## src/rtl/way_line_feeder_if.sv

```systemverilog
// Line-feeder bus: the filler's empty flags, the upstream line source handshake,
// and the write port into the filler's per-way line buffers.
interface way_line_feeder_if #(
  parameter int W_LOG = 2,
  parameter int P_LOG = 3,
  parameter int DATW  = 64
);
  localparam int WAYS  = 1 << W_LOG;
  localparam int LINEW = DATW << P_LOG;

  logic [WAYS-1:0]  EMP;
  logic             SRC_REQ;
  logic [W_LOG-1:0] SRC_REQ_WAY;
  logic             SRC_RDY;
  logic [LINEW-1:0] SRC_DIN;
  logic             SRC_DINEN;
  logic [LINEW-1:0] DOT;
  logic             DOTEN;
  logic [W_LOG-1:0] WADDR;
  logic             DONE;

  modport master (
    input  EMP, SRC_RDY, SRC_DIN, SRC_DINEN,
    output SRC_REQ, SRC_REQ_WAY, DOT, DOTEN, WADDR, DONE
  );

  modport slave (
    output EMP, SRC_RDY, SRC_DIN, SRC_DINEN,
    input  SRC_REQ, SRC_REQ_WAY, DOT, DOTEN, WADDR, DONE
  );
endinterface

```

## src/rtl/way_line_feeder.sv

```systemverilog
// Refills the tree filler's empty way buffers round-robin from an upstream line
// source; ways that have delivered their full run get all-ones sentinel lines.
module way_line_feeder #(
  parameter int W_LOG       = 2,
  parameter int P_LOG       = 3,
  parameter int DATW        = 64,
  parameter int RUN_LINES   = 4,
  parameter int SENTINEL_EN = 1
) (
  input logic              CLK,
  input logic              RST,
  way_line_feeder_if.master bus
);
  localparam int WAYS  = 1 << W_LOG;
  localparam int LINEW = DATW << P_LOG;
  localparam int CNTW  = $clog2(RUN_LINES + 1);
  localparam logic [CNTW-1:0] RUN_MAX = CNTW'(RUN_LINES);

  typedef enum logic [2:0] {
    S_IDLE,
    S_REQ,
    S_WAIT,
    S_WRITE,
    S_SETTLE
  } state_t;

  state_t           state, state_nxt;
  logic [W_LOG-1:0] rr, rr_nxt;
  logic [CNTW-1:0]  cnt     [WAYS];
  logic [CNTW-1:0]  cnt_nxt [WAYS];
  logic             real_line, real_nxt;
  logic             req, req_nxt;
  logic [W_LOG-1:0] req_way, req_way_nxt;
  logic [LINEW-1:0] dot, dot_nxt;
  logic             doten, doten_nxt;
  logic [W_LOG-1:0] waddr, waddr_nxt;
  logic             done, done_nxt;

  logic [WAYS-1:0]  eligible;
  logic             sel_found;
  logic [W_LOG-1:0] sel_way;
  logic [W_LOG-1:0] cand;
  logic             all_full;

  // Exhausted ways only compete for service when sentinel draining is on.
  always_comb begin
    eligible = '0;
    for (int w = 0; w < WAYS; w++) begin
      eligible[w] = bus.EMP[w] && ((cnt[w] < RUN_MAX) || (SENTINEL_EN != 0));
    end
  end

  always_comb begin
    sel_found = 1'b0;
    sel_way   = '0;
    cand      = '0;
    for (int i = 0; i < WAYS; i++) begin
      cand = rr + W_LOG'(i);
      if (!sel_found && eligible[cand]) begin
        sel_found = 1'b1;
        sel_way   = cand;
      end
    end
  end

  always_comb begin
    all_full = 1'b1;
    for (int w = 0; w < WAYS; w++) begin
      if (cnt_nxt[w] != RUN_MAX) all_full = 1'b0;
    end
  end

  always_comb begin
    state_nxt   = state;
    rr_nxt      = rr;
    cnt_nxt     = cnt;
    real_nxt    = real_line;
    req_nxt     = req;
    req_way_nxt = req_way;
    dot_nxt     = dot;
    doten_nxt   = 1'b0;
    waddr_nxt   = waddr;
    done_nxt    = done | all_full;

    unique case (state)
      S_IDLE: begin
        if (sel_found) begin
          if (cnt[sel_way] < RUN_MAX) begin
            req_nxt     = 1'b1;
            req_way_nxt = sel_way;
            real_nxt    = 1'b1;
            state_nxt   = S_REQ;
          end else begin
            dot_nxt   = '1;
            waddr_nxt = sel_way;
            doten_nxt = 1'b1;
            real_nxt  = 1'b0;
            state_nxt = S_WRITE;
          end
        end
      end
      S_REQ: begin
        if (bus.SRC_RDY) begin
          req_nxt   = 1'b0;
          state_nxt = S_WAIT;
        end
      end
      S_WAIT: begin
        if (bus.SRC_DINEN) begin
          dot_nxt   = bus.SRC_DIN;
          waddr_nxt = req_way;
          doten_nxt = 1'b1;
          state_nxt = S_WRITE;
        end
      end
      S_WRITE: begin
        if (real_line && (cnt[waddr] < RUN_MAX)) begin
          cnt_nxt[waddr] = cnt[waddr] + CNTW'(1);
        end
        rr_nxt    = waddr + W_LOG'(1);
        state_nxt = S_SETTLE;
      end
      // Gives the filler a cycle to drop EMP for the way just written.
      S_SETTLE: begin
        state_nxt = S_IDLE;
      end
      default: begin
        state_nxt = S_IDLE;
      end
    endcase
  end

  always_ff @(posedge CLK) begin
    if (RST) begin
      state     <= S_IDLE;
      rr        <= '0;
      real_line <= 1'b0;
      req       <= 1'b0;
      req_way   <= '0;
      dot       <= '0;
      doten     <= 1'b0;
      waddr     <= '0;
      done      <= 1'b0;
      for (int w = 0; w < WAYS; w++) cnt[w] <= '0;
    end else begin
      state     <= state_nxt;
      rr        <= rr_nxt;
      real_line <= real_nxt;
      req       <= req_nxt;
      req_way   <= req_way_nxt;
      dot       <= dot_nxt;
      doten     <= doten_nxt;
      waddr     <= waddr_nxt;
      done      <= done_nxt;
      for (int w = 0; w < WAYS; w++) cnt[w] <= cnt_nxt[w];
    end
  end

  assign bus.SRC_REQ     = req;
  assign bus.SRC_REQ_WAY = req_way;
  assign bus.DOT         = dot;
  assign bus.DOTEN       = doten;
  assign bus.WADDR       = waddr;
  assign bus.DONE        = done;
endmodule
```

## src/flat_wrapper.sv

```systemverilog
// flat-port wrapper written by rule: the top's interface ports become plain ports
module way_line_feeder_flat 
#(
  parameter int W_LOG       = 2,
  parameter int P_LOG       = 3,
  parameter int DATW        = 64,
  parameter int RUN_LINES   = 4,
  parameter int SENTINEL_EN = 1
)
  (CLK, RST, bus_EMP, bus_SRC_RDY, bus_SRC_DIN, bus_SRC_DINEN, bus_SRC_REQ, bus_SRC_REQ_WAY, bus_DOT, bus_DOTEN, bus_WADDR, bus_DONE);
  way_line_feeder_if #(.W_LOG(W_LOG), .P_LOG(P_LOG), .DATW(DATW)) bus_i ();
  input logic CLK;
  input logic RST;
  input wire logic [$bits(bus_i.EMP)-1:0] bus_EMP;
  input wire logic [$bits(bus_i.SRC_RDY)-1:0] bus_SRC_RDY;
  input wire logic [$bits(bus_i.SRC_DIN)-1:0] bus_SRC_DIN;
  input wire logic [$bits(bus_i.SRC_DINEN)-1:0] bus_SRC_DINEN;
  output wire logic [$bits(bus_i.SRC_REQ)-1:0] bus_SRC_REQ;
  output wire logic [$bits(bus_i.SRC_REQ_WAY)-1:0] bus_SRC_REQ_WAY;
  output wire logic [$bits(bus_i.DOT)-1:0] bus_DOT;
  output wire logic [$bits(bus_i.DOTEN)-1:0] bus_DOTEN;
  output wire logic [$bits(bus_i.WADDR)-1:0] bus_WADDR;
  output wire logic [$bits(bus_i.DONE)-1:0] bus_DONE;
  assign bus_i.EMP = bus_EMP;
  assign bus_i.SRC_RDY = bus_SRC_RDY;
  assign bus_i.SRC_DIN = bus_SRC_DIN;
  assign bus_i.SRC_DINEN = bus_SRC_DINEN;
  assign bus_SRC_REQ = bus_i.SRC_REQ;
  assign bus_SRC_REQ_WAY = bus_i.SRC_REQ_WAY;
  assign bus_DOT = bus_i.DOT;
  assign bus_DOTEN = bus_i.DOTEN;
  assign bus_WADDR = bus_i.WADDR;
  assign bus_DONE = bus_i.DONE;
  way_line_feeder #(.W_LOG(W_LOG), .P_LOG(P_LOG), .DATW(DATW), .RUN_LINES(RUN_LINES), .SENTINEL_EN(SENTINEL_EN)) u_core (.CLK(CLK), .RST(RST), .bus(bus_i));
endmodule
```

## config.mk

```make
export PLATFORM = sky130hd
export DESIGN_NAME = way_line_feeder_flat
export DESIGN_NICKNAME = d
export VERILOG_FILES = /design/src/rtl/way_line_feeder_if.sv /design/src/rtl/way_line_feeder.sv /design/src/flat_wrapper.sv
export SDC_FILE = /design/constraint.sdc
export NUM_CORES = 1
export LEC_CHECK = 0
export ABC_AREA = 1
export CORE_AREA = 2 2 409 411
export CTS_BUF_LIST = sky130_fd_sc_hd__clkbuf_16
export CTS_CLUSTER_DIAMETER = 120
export CTS_CLUSTER_SIZE = 40
export DETAILED_ROUTE_END_ITERATION = 7
export DIE_AREA = 0 0 411 413
export GPL_TIMING_DRIVEN = 0
export PLACE_DENSITY_LB_ADDON = 0.3
export SLEW_MARGIN = 20
export SYNTH_ARGS = -nofsm -noshare
export SYNTH_HDL_FRONTEND = slang
export SYNTH_SLANG_ARGS = --single-unit
```

## constraint.sdc

```tcl
create_clock -name CLK -period 4.98 [get_ports CLK]
set_input_delay 0.498 -clock CLK [delete_from_list [all_inputs] [get_ports CLK]]
set_output_delay 0.498 -clock CLK [all_outputs]
set_load 0.01 [all_outputs]
```

==> flow_summary.toml, run 1 <==
[critical_path]
endpoint_kind = "register"
critical_path_required_ns = 5.60
start_kind = "register"
reg2reg_from = "u_core.state[2]$_SDFFE_PP0P_"
startpoint = "u_core.state[2]$_SDFFE_PP0P_"
worstSetupPathType = "register to register"
arrival_ns = 3.86
critPathMaxFanout = 10

[routing]
drc = 0
drt_first_pass_iters = 5
drt_iter0_markers = 974
wl_per_cell_um = 21.1
vias = 20500
ant_nets = 0
via_per_inst = 3.55
wl_mm = 122

[sta]
worstMarginPinSlew_ns = 0.960
hold_violations = 0
skew_ns = 0.0439
fmax_ghz = 0.308
setup_slack_ns = 1.74
period_share_pct = 65.1
relSlewSlack_pct = 36.0
slew_viol_final = 0
layout_min_cycle_time_ns = 3.24
rsz0062_at_grt = "false"
setup_violations = 0
fin_tns_setup_ns = 0

[grt]
grt_pass1_wl_mm = 161
grt-ovfl-total = 0
grt_max_degree = 38
grt_pass1_vias = 19600
antenna_found_initial = 55
gr-usage-all-layers_pct = 13.5

[clocking]
cts_buffers = 29
clock_latency_ns = 0.69
cts_sinks = 537
clk_pin_slew_ns = 0.12
htree_num_levels = 1
cts_max_path_buffers = 3
cts.repair.resized = 0
root_buffer = "clkbuf_16"
cts_hold_buf = 0
tritoncts = "done"
post_cts_buffers = 0

[pwr]
p_sw_share_pct = 40.6
power_frac_clock_pct = 15.2
ir_drop_mv = 0.357
p_sw_mw = 8.93
internal_power_mw = 13.1
power_frac_seq_pct = 35.0
combPwrFrac_pct = 49.8
p_leak_nw = 16.6
p_per_area_nw_per_um2 = 595

[floorplan]
dieArea_um2 = 170000
core_area_um2 = 166000
ios = 1039
rows = 150
die_y_um = 413
initial_utilization_pct = 13.6
die_w_um = 411

[job]
cap_viol_max_count = 0

[logic_synthesis]
netlist_area_um2 = 22600
netlist_instances = 2463
synth_cell_types = 29
ys_seq_area_share_pct = 47.5
syn_avg_cell_area_um2 = 9.19
synth_seq_cells = 537
syn-num-nets = 2988
yosysWarningCount = 0

[cells_and_area]
area_growth_syn_to_layout_pct = 63.5
final_common_cell = "clkdlybuf4s50_1"
utilization_pct = 22.3
drive_above_1_share_pct = 15.3
fin_nets = 4057
final_cell_mix = "clkdlybuf4s50_1 (1037), inv_1 (540), dfxtp_1 (537), o21ai_0 (533), o21bai_2 (400)"

[place]
pre_cts_ws_ns = 1.21
dp_hpwl_mm = 102
portBuffers = 1037
place.gp.congestion = 0.861

[worst_hold_path]
hp-start = "RST"
hold_class = "primary input to register"

[outcome]
status = "finished clean"
==> logic make-up after synthesis <==
family,count (synthesis),share of synthesized area (%)
flip-flops,537,47.5
buffers and inverters,724,13.7
XOR/XNOR,1,0.0387
AND/OR/NAND/NOR,133,2.63
adder cells (fa/ha/maj),5,0.276
AO/OA/AOI/OAI,1063,35.9
==> Yosys cell counts (all sizes together) <==
| master | instances | area (µm²) |
|---|---|---|
| a21oi | 10 | 50.1 |
| a31oi | 1 | 6.26 |
| buf | 58 | 593 |
| clkbuf | 116 | 435 |
| clkinv | 1 | 3.75 |
| dfxtp | 537 | 10800 |
| ha | 5 | 62.6 |
| inv | 549 | 2060 |
| nand2 | 66 | 268 |
| nand3 | 19 | 125 |
| nand4 | 2 | 12.5 |
| nor2 | 40 | 158 |
| nor3 | 4 | 20.0 |
| o2111ai | 1 | 8.76 |
| o211ai | 1 | 7.51 |
| o21a | 2 | 15.0 |
| o21ai | 534 | 2670 |
| o21bai | 512 | 5350 |
| o22ai | 2 | 12.5 |
| or2 | 2 | 12.5 |
| xor2 | 1 | 8.76 |
==> routing by layer <==
layer  vias to the layer above  routed length [µm]  track usage (%)
met2                       749               63100             25.2
met1                      9577               46000             15.0
met3                       162                9710             3.99
met4                         4                2750             2.60
li1                      10000                   -                -
met5                         -                  22                0
==> state kept, by name, summed over array words and instances, names as in the netlist <==
signal                  cells
u_core.cnt                 12
u_core.bus.SRC_REQ          1
u_core.rr                   2
u_core.real_line            1
u_core.state                3
u_core.bus.WADDR            2
u_core.bus.DOT            512
u_core.bus.DOTEN            1
u_core.bus.DONE             1
u_core.bus.SRC_REQ_WAY      2
==> stage by stage <==
stage | cells | power, mW | hold WS (ns) | instance area (µm²)
after CTS | 5759 | 22.5 | 0.130 | 37000
after global routing | 5761 | 23.5 | 0.185 | 37000
final | 5772 | 22.0 | 0.210 | 37000
after floorplan | 2463 | 12.4 | 0.463 | 22600
after detailed placement | 5705 | 19.0 | 0.449 | 35800
after global placement | 5704 | 18.9 | 0.445 | 35800
==> area by class of cell <==
type                            count  area, µm²
Fill cell                       18200     129000
Clock inverter                     25        447
Multi-Input combinational cell   1202       8780
Buffer                            174       1030
Clock buffer                       29        726
Timing Repair Buffer             1038      10400
Tap cell                         2204       2760
Inverter                          550       2060
Sequential cell                   537      10800
Antenna cell                       13       32.5
==> critical path: stages, from the launching register on <==
cell and delay (ns):
dfxtp_1 0.36, nor2_1 0.16, inv_1 0.07, nor2_1 0.30, inv_1 0.10, nor2_1 0.13
inv_2 0.22, clkbuf_2 0.47, clkbuf_1 0.36, o21ai_0 0.63, o21bai_2 0.24, inv_1 0.04
==> power groups by stage <==
| stage | sequential, mW | combinational [mW] | clock [mW] |
|---|---|---|---|
| CTS | 7.75 | 11.2 | 3.54 |
| floorplan | 8.51 | 3.85 | 0 |
| global placement | 7.76 | 11.2 | 0 |
| global route | 7.96 | 11.8 | 3.65 |
| finish | 7.72 | 11.0 | 3.35 |
| detailed placement | 7.84 | 11.2 | 0 |
==> final timing paths <==
kind / to / slack [ns] / cells after the start
worst max-delay path: u_core.bus.DOT[298]$_SDFFE_PP0P_ / 1.74 / 11
worst min-delay path: u_core.cnt[8]$_SDFF_PP0_ / 0.21 / 2
worst max register to register: u_core.bus.DOT[298]$_SDFFE_PP0P_ / 1.74 / 11
worst min register to register: u_core.bus.DOT[381]$_SDFFE_PP0P_ / 0.47 / 2
No activity file was read; power rests on OpenSTA's default activity.
==> run 2: changes to the inputs <==
CORE_AREA = 2 2 399 401   (was 2 2 409 411)
DIE_AREA = 0 0 401 403   (was 0 0 411 413)
clock period = 3.3 ns   (was 4.98 ns; I/O delays follow)
==> run 2 against run 1 <==
The run now ends with negative setup slack left. Non-clock buffer count did not move. Via count fell by 0.18%. Global-route usage rose by 0.37 points. Clock-buffer cell count fell by 2. Worst setup slack got worse by 1.8 ns. Die area fell by 4.8%. Highest routed layer unchanged.
==> flow_summary.toml, run 2 (same netlist as run 1, synthesis figures left out) <==
[place]
portBuffers = 1037
place.gp.congestion = 0.864
dp_hpwl_mm = 99.2

[floorplan]
rows = 146
ios = 1039
core_area_um2 = 157000
die_y_um = 403
initial_utilization_pct = 14.4
die_w_um = 401
dieArea_um2 = 162000

[sta]
slew_viol_final = 0
relSlewSlack_pct = 37.4
rsz0062_at_grt = "true"
fmax_ghz = 0.297
setup_violations = 1
setup_slack_ns = -0.0649
period_share_pct = 102
layout_min_cycle_time_ns = 3.36
hold_violations = 0
worstMarginPinSlew_ns = 0.939
worst_hold_slack_ns = 0.0702
skew_ns = 0.0431

[cells_and_area]
fin_nets = 4055
area_growth_syn_to_layout_pct = 62.5
final_cell_mix = "clkdlybuf4s50_1 (1037), inv_1 (540), dfxtp_1 (537), o21ai_0 (529), o21bai_2 (400)"
utilization_pct = 23.4
largest_reg_flops = 512
fill_cells = 17200
final_common_cell = "clkdlybuf4s50_1"
drive_above_1_share_pct = 15.2

[clocking]
cts.repair.resized = 3
root_buffer = "clkbuf_16"
cts_sinks = 537
cts_hold_buf = 0
cts_max_path_buffers = 3
cts_buffers = 27
clk_pin_slew_ns = 0.12
post_cts_buffers = 0
clock_latency_ns = 0.65
tritoncts = "done"
htree_num_levels = 1

[routing]
vias = 20500
drt_first_pass_iters = 5
drc = 0
ant_nets = 0
via_per_inst = 3.63
wl_per_cell_um = 21.0
wl_mm = 118
drt_iter0_markers = 1224

[critical_path]
r2r-end = "u_core.bus.DOT[296]$_SDFFE_PP0P_"
startpoint = "u_core.state[2]$_SDFFE_PP0P_"
arrival_ns = 3.94
worstSetupPathType = "register to register"
regToRegSetupSlack_ns = -0.06
start_kind = "register"
reg2regPathDepth = 11
crit_path_end = "u_core.bus.DOT[296]$_SDFFE_PP0P_"
critical_path_required_ns = 3.88
reg2reg_from = "u_core.state[2]$_SDFFE_PP0P_"
critPathMaxFanout = 11
endpoint_kind = "register"

[pwr]
p_per_area_nw_per_um2 = 896
p_leak_nw = 16.6
ir_drop_mv = 0.429

[grt]
grt_pass1_wl_mm = 159
grt-ovfl-total = 0
grt_pass1_vias = 19800
gr-usage-all-layers_pct = 13.9
antenna_found_initial = 40
grt_max_degree = 39

[worst_hold_path]
hold_class = "primary input to register"
min_path_cells = 2

[job]
cap_viol_max_count = 0

[outcome]
violations = "negative setup slack"
status = "finished, violations left"
run 2: changes by cell type in the layout (fill, tap and decap cells not counted), moves of 3 or more:
cell     before  now
inv_6         5    1
o21ai_0     533  529
inv_12        4    7
inv_8         4    1
run 2: how the worst min path moves through the flow:
| stage | start | endpoint | slack (ns) |
|---|---|---|---|
| 2_1_floorplan | u_core.real_line$_SDFFE_PP0P_ | u_core.real_line$_SDFFE_PP0P_ | 0.46 |
| 5_1_grt | RST | u_core.bus.DOTEN$_SDFF_PP0_ | 0.07 |
| 4_1_cts | RST | u_core.cnt[8]$_SDFF_PP0_ | 0.02 |
| 6_report | RST | u_core.cnt[8]$_SDFF_PP0_ | 0.07 |
| 3_3_place_gp | u_core.bus.DOT[369]$_SDFFE_PP0P_ | u_core.bus.DOT[369]$_SDFFE_PP0P_ | 0.44 |
| 3_5_place_dp | u_core.bus.DONE$_SDFF_PP0_ | u_core.bus.DONE$_SDFF_PP0_ | 0.45 |
run 2: layer usage:
| layer | track usage (%) | up-vias | wire length [µm] |
|---|---|---|---|
| met1 | 15.7 | 9647 | 45900 |
| met4 | 2.54 | 2 | 2130 |
| li1 | - | 10000 | - |
| met2 | 25.4 | 695 | 60400 |
| met3 | 4.41 | 128 | 9800 |
| met5 | 0 | - | 20 |
run 2: area by class of cell:
cell class	count	area [µm²]	area share (%)
flip-flops and latches	537	10800	29.2
repair buffers	1038	10400	28.3
multi-input cells	1202	8790	23.9
well taps	2072	2590	7.05
inverters	550	2060	5.61
plain buffers	174	1030	2.81
clock buffers	27	676	1.84
clock inverters	21	425	1.16
diodes	12	30.0	0.0817
run 2: worst max-delay path, stage by stage (launching register included):
cell and delay (ns):
dfxtp_1 0.37, nor2_1 0.15, inv_1 0.07, nor2_1 0.28, inv_1 0.11, nor2_1 0.12
inv_2 0.20, clkbuf_2 0.42, clkbuf_1 0.42, o21ai_0 0.80, o21bai_2 0.25, inv_1 0.04
run 2: metrics by stage:
step	power (mW)	cell area (µm²)	worst slack, ns	setup TNS (ns)	std cells
2_1_floorplan	18.7	22600	1.17	0	2463
3_3_place_gp	28.5	35600	-0.833	-15.86	5572
3_5_place_dp	28.6	35600	-0.245	-1.82	5573
4_1_cts	33.6	36700	0.0736	0	5621
5_1_grt	35.0	36800	-0.141	-0.450	5625
6_report	32.9	36800	-0.0649	-0.0649	5633
run 2: power breakdown:
part | internal [mW] | switching (mW)
registers | 9.50 | 2.14
logic | 8.24 | 8.28
clock network | 1.84 | 2.93
==> run 3: changes to the inputs <==
ABC_AREA = unset   (was 1)
CORE_AREA = 2 2 400 402   (was 2 2 399 401)
DIE_AREA = 0 0 402 404   (was 0 0 401 403)
SLEW_MARGIN = unset   (was 20)
==> run 3 against run 2 <==
Worst setup slack improved by 0.21 ns. Synthesized cell count fell by 3.0%. Die area rose by 0.50%. Sequential power fell by 29%. Sequential share of layout area rose by 1.9 points. Global-route usage fell by 0.25 points. Hold slack improved by 0.22 ns. Clock power rose by 0.8%. Largest cell class unchanged. Power fell by 41%. Clock skew rose by 0.021 ns. Synthesized area fell by 9.8%. The run now ends clean. Via count fell by 0.74%.
==> flow_summary.toml, run 3 <==
[clocking]
clk_pin_slew_ns = 0.14
htree_num_levels = 1
root_buffer = "clkbuf_16"
post_cts_buffers = 0
cts_max_path_buffers = 3
cts_buffers = 27
clock_latency_ns = 0.69
tritoncts = "done"
cts_sinks = 537

[critical_path]
arrival_ns = 3.78
cpPeakStageDelay_ns = 0.70
slowest_stage = "clkbuf_1"
critPathMaxFanout = 10
crit_top_cell = "nor2_1"
cp_cell_sequence = "clkbuf_1 -> nor2_1 -> nand3_4 -> clkbuf_2 -> clkbuf_1 -> nor2_1 -> nor2_1 -> o21a_1"
critical_path_required_ns = 3.92
worstSetupPathType = "register to register"
start_kind = "register"
endpoint_kind = "register"

[floorplan]
rows = 146
dieArea_um2 = 162000
initial_utilization_pct = 12.9
core_area_um2 = 158000
die_y_um = 404
ios = 1039
die_w_um = 402

[routing]
drc = 0
vias = 20300
wl_per_cell_um = 21.1
drt_iter0_markers = 1108
drt_first_pass_iters = 7
wl_mm = 117
ant_nets = 0
via_per_inst = 3.66

[cells_and_area]
postLayoutCellArea_um2 = 34600
final_common_cell = "nor2_1"
fill_cells = 17500
drive_above_1_share_pct = 3.48
final_cell_mix = "nor2_1 (1051), clkdlybuf4s50_1 (1037), dfxtp_1 (537), o21a_1 (512), clkbuf_1 (115)"
fin_nets = 3979
area_growth_syn_to_layout_pct = 69.3
largest_reg_flops = 512

[logic_synthesis]
synth-edff-count = 0
syn_avg_cell_area_um2 = 8.55
syn-num-nets = 2913
synth_seq_cells = 537
ys_top_cells_by_area = "dfxtp_1 (53%), nor2_1 (19%), o21a_1 (19%), buf_6 (2.6%), clkbuf_1 (2.2%)"
synth_commonest_cells = "nor2_1 (1051), dfxtp_1 (537), o21a_1 (512)"
synth_most_common_cell = "nor2_1"
netlist_area_um2 = 20400
synth_largest_area_cell = "dfxtp_1"
async_flop_share_pct = 0
synth_cell_types = 42
yosysTopAreaCellShare_pct = 52.7
netlist_instances = 2388
yosysWarningCount = 0
synth_top_flop_cell = "dfxtp_1"
ys_seq_area_share_pct = 52.7

[pwr]
internal_power_mw = 12.8
p_per_area_nw_per_um2 = 558
power_frac_seq_pct = 42.5
ir_drop_mv = 0.392
combPwrFrac_pct = 32.5
p_sw_share_pct = 33.5
p_sw_mw = 6.48
power_frac_clock_pct = 24.9
p_leak_nw = 12.9

[grt]
grt_pass1_vias = 19700
antenna_found_initial = 24
use_met1_pct = 16.0
grt_pass1_wl_mm = 157
grt_busiest_layer = "met2"
grt-ovfl-total = 0
gr-usage-met3_pct = 4.85
grt_util_met2_pct = 23.6
gr-usage-all-layers_pct = 13.6
grt_max_degree = 37

[job]
cap_viol_max_count = 0

[sta]
skew_ns = 0.0639
setup_violations = 0
hold_violations = 0
slew_viol_final = 0
rsz0062_at_grt = "false"
layout_min_cycle_time_ns = 3.16
period_share_pct = 95.6
fin_tns_setup_ns = 0
worstMarginPinSlew_ns = 1.04
relSlewSlack_pct = 30.5
fmax_ghz = 0.317

[worst_hold_path]
hold_class = "primary input to register"

[place]
portBuffers = 1037
dp_hpwl_mm = 98.4
place.gp.congestion = 0.918
placed_area_um2 = 33400

[outcome]
status = "finished clean"
==> run 3: cell types whose count changed in the layout (fill, tap and decap cells not counted), sizes merged, moves of 5 or more <==
cell,before,now
nand3,19,3
o21a,2,512
a211oi,0,5
inv,560,15
clkbuf,143,148
o21bai,512,1
a311oi,0,5
mux2i,0,12
nand2,66,7
nand2b,0,9
o21ai,534,8
nor2,40,1051
==> run 3: power by group through the flow <==
| stage | registers [mW] | clock network [mW] | logic [mW] |
|---|---|---|---|
| finish | 8.21 | 4.81 | 6.28 |
| floorplan | 8.72 | 0 | 1.92 |
| global placement | 8.32 | 0 | 6.38 |
| global route | 8.35 | 5.22 | 6.71 |
| detailed placement | 8.36 | 0 | 6.37 |
| CTS | 8.22 | 5.04 | 6.40 |
==> run 3: cells by family (layout without fill, tap and decap cells) <==
| group | after synthesis | in the layout | share of synthesized area, % |
|---|---|---|---|
| mux | 15 | 15 | 0.864 |
| compound gates | 551 | 551 | 20.2 |
| fa+ha+maj | 5 | 5 | 0.307 |
| buf+inv | 189 | 1275 | 5.52 |
| other cells | 0 | 11 | 0 |
| simple gates | 1091 | 1091 | 20.5 |
| flops | 537 | 537 | 52.7 |
==> run 3: path summary, 6_finish.rpt <==
path | end | from | cells after the start | slack (ns)
max reg2reg | u_core.bus.DOT[301]$_SDFFE_PP0P_ | u_core.state[0]$_SDFFE_PP0P_ | 8 | 0.14
max | u_core.bus.DOT[301]$_SDFFE_PP0P_ | u_core.state[0]$_SDFFE_PP0P_ | 8 | 0.14
min reg2reg | u_core.bus.DOT[158]$_SDFFE_PP0P_ | u_core.bus.DOT[158]$_SDFFE_PP0P_ | 1 | 0.47
min | u_core.bus.DOT[40]$_SDFFE_PP0P_ | bus_SRC_DIN[40] | 4 | 0.29
==> run 3: metal layers <==
metal | vias to the layer above | wire length (µm)
li1 | 9868 | -
met1 | 9660 | 46800
met2 | 704 | 57100
met3 | 87 | 10700
met4 | 4 | 2400
met5 | - | 34
==> run 3: repair_timing <==
action                                  4_1_cts  5_1_grt
hold buffers                                  0        0
endpoints found under the setup margin       37        6
pin swaps                                     0        0
resized for setup                             5        5
==> run 3: metrics by stage <==
step	std cells	worst slack [ns]	util, %	total power, mW	hold slack (ns)
global route	5551	0.00386	21.9	20.3	0.250
floorplan	2388	0.881	-	10.6	0.469
detailed placement	5497	-0.455	21.2	14.7	0.452
CTS	5546	0.111	21.9	19.7	0.216
finish	5557	0.144	21.9	19.3	0.289
global placement	5497	-0.991	21.2	14.7	0.446
==> run 3: critical path: cells and delay by family (launching register included) <==
family / cells / cell delay [ns]
buffers and inverters: 3 / 1.48
AND/OR/NAND/NOR: 4 / 1.10
flip-flops: 1 / 0.33
AO/OA/AOI/OAI: 1 / 0.18
==> run 3: area by class of cell <==
| cell class | count | area (µm²) | share of cell area [%] |
|---|---|---|---|
| clock buffers | 27 | 676 | 1.95 |
| multi-input cells | 1662 | 8550 | 24.7 |
| plain buffers | 180 | 1100 | 3.18 |
| repair buffers | 1037 | 10400 | 30.0 |
| flip-flops and latches | 537 | 10800 | 31.1 |
| diodes | 11 | 27.5 | 0.0796 |
| clock inverters | 22 | 455 | 1.32 |
| inverters | 9 | 33.8 | 0.0977 |
| well taps | 2072 | 2590 | 7.50 |
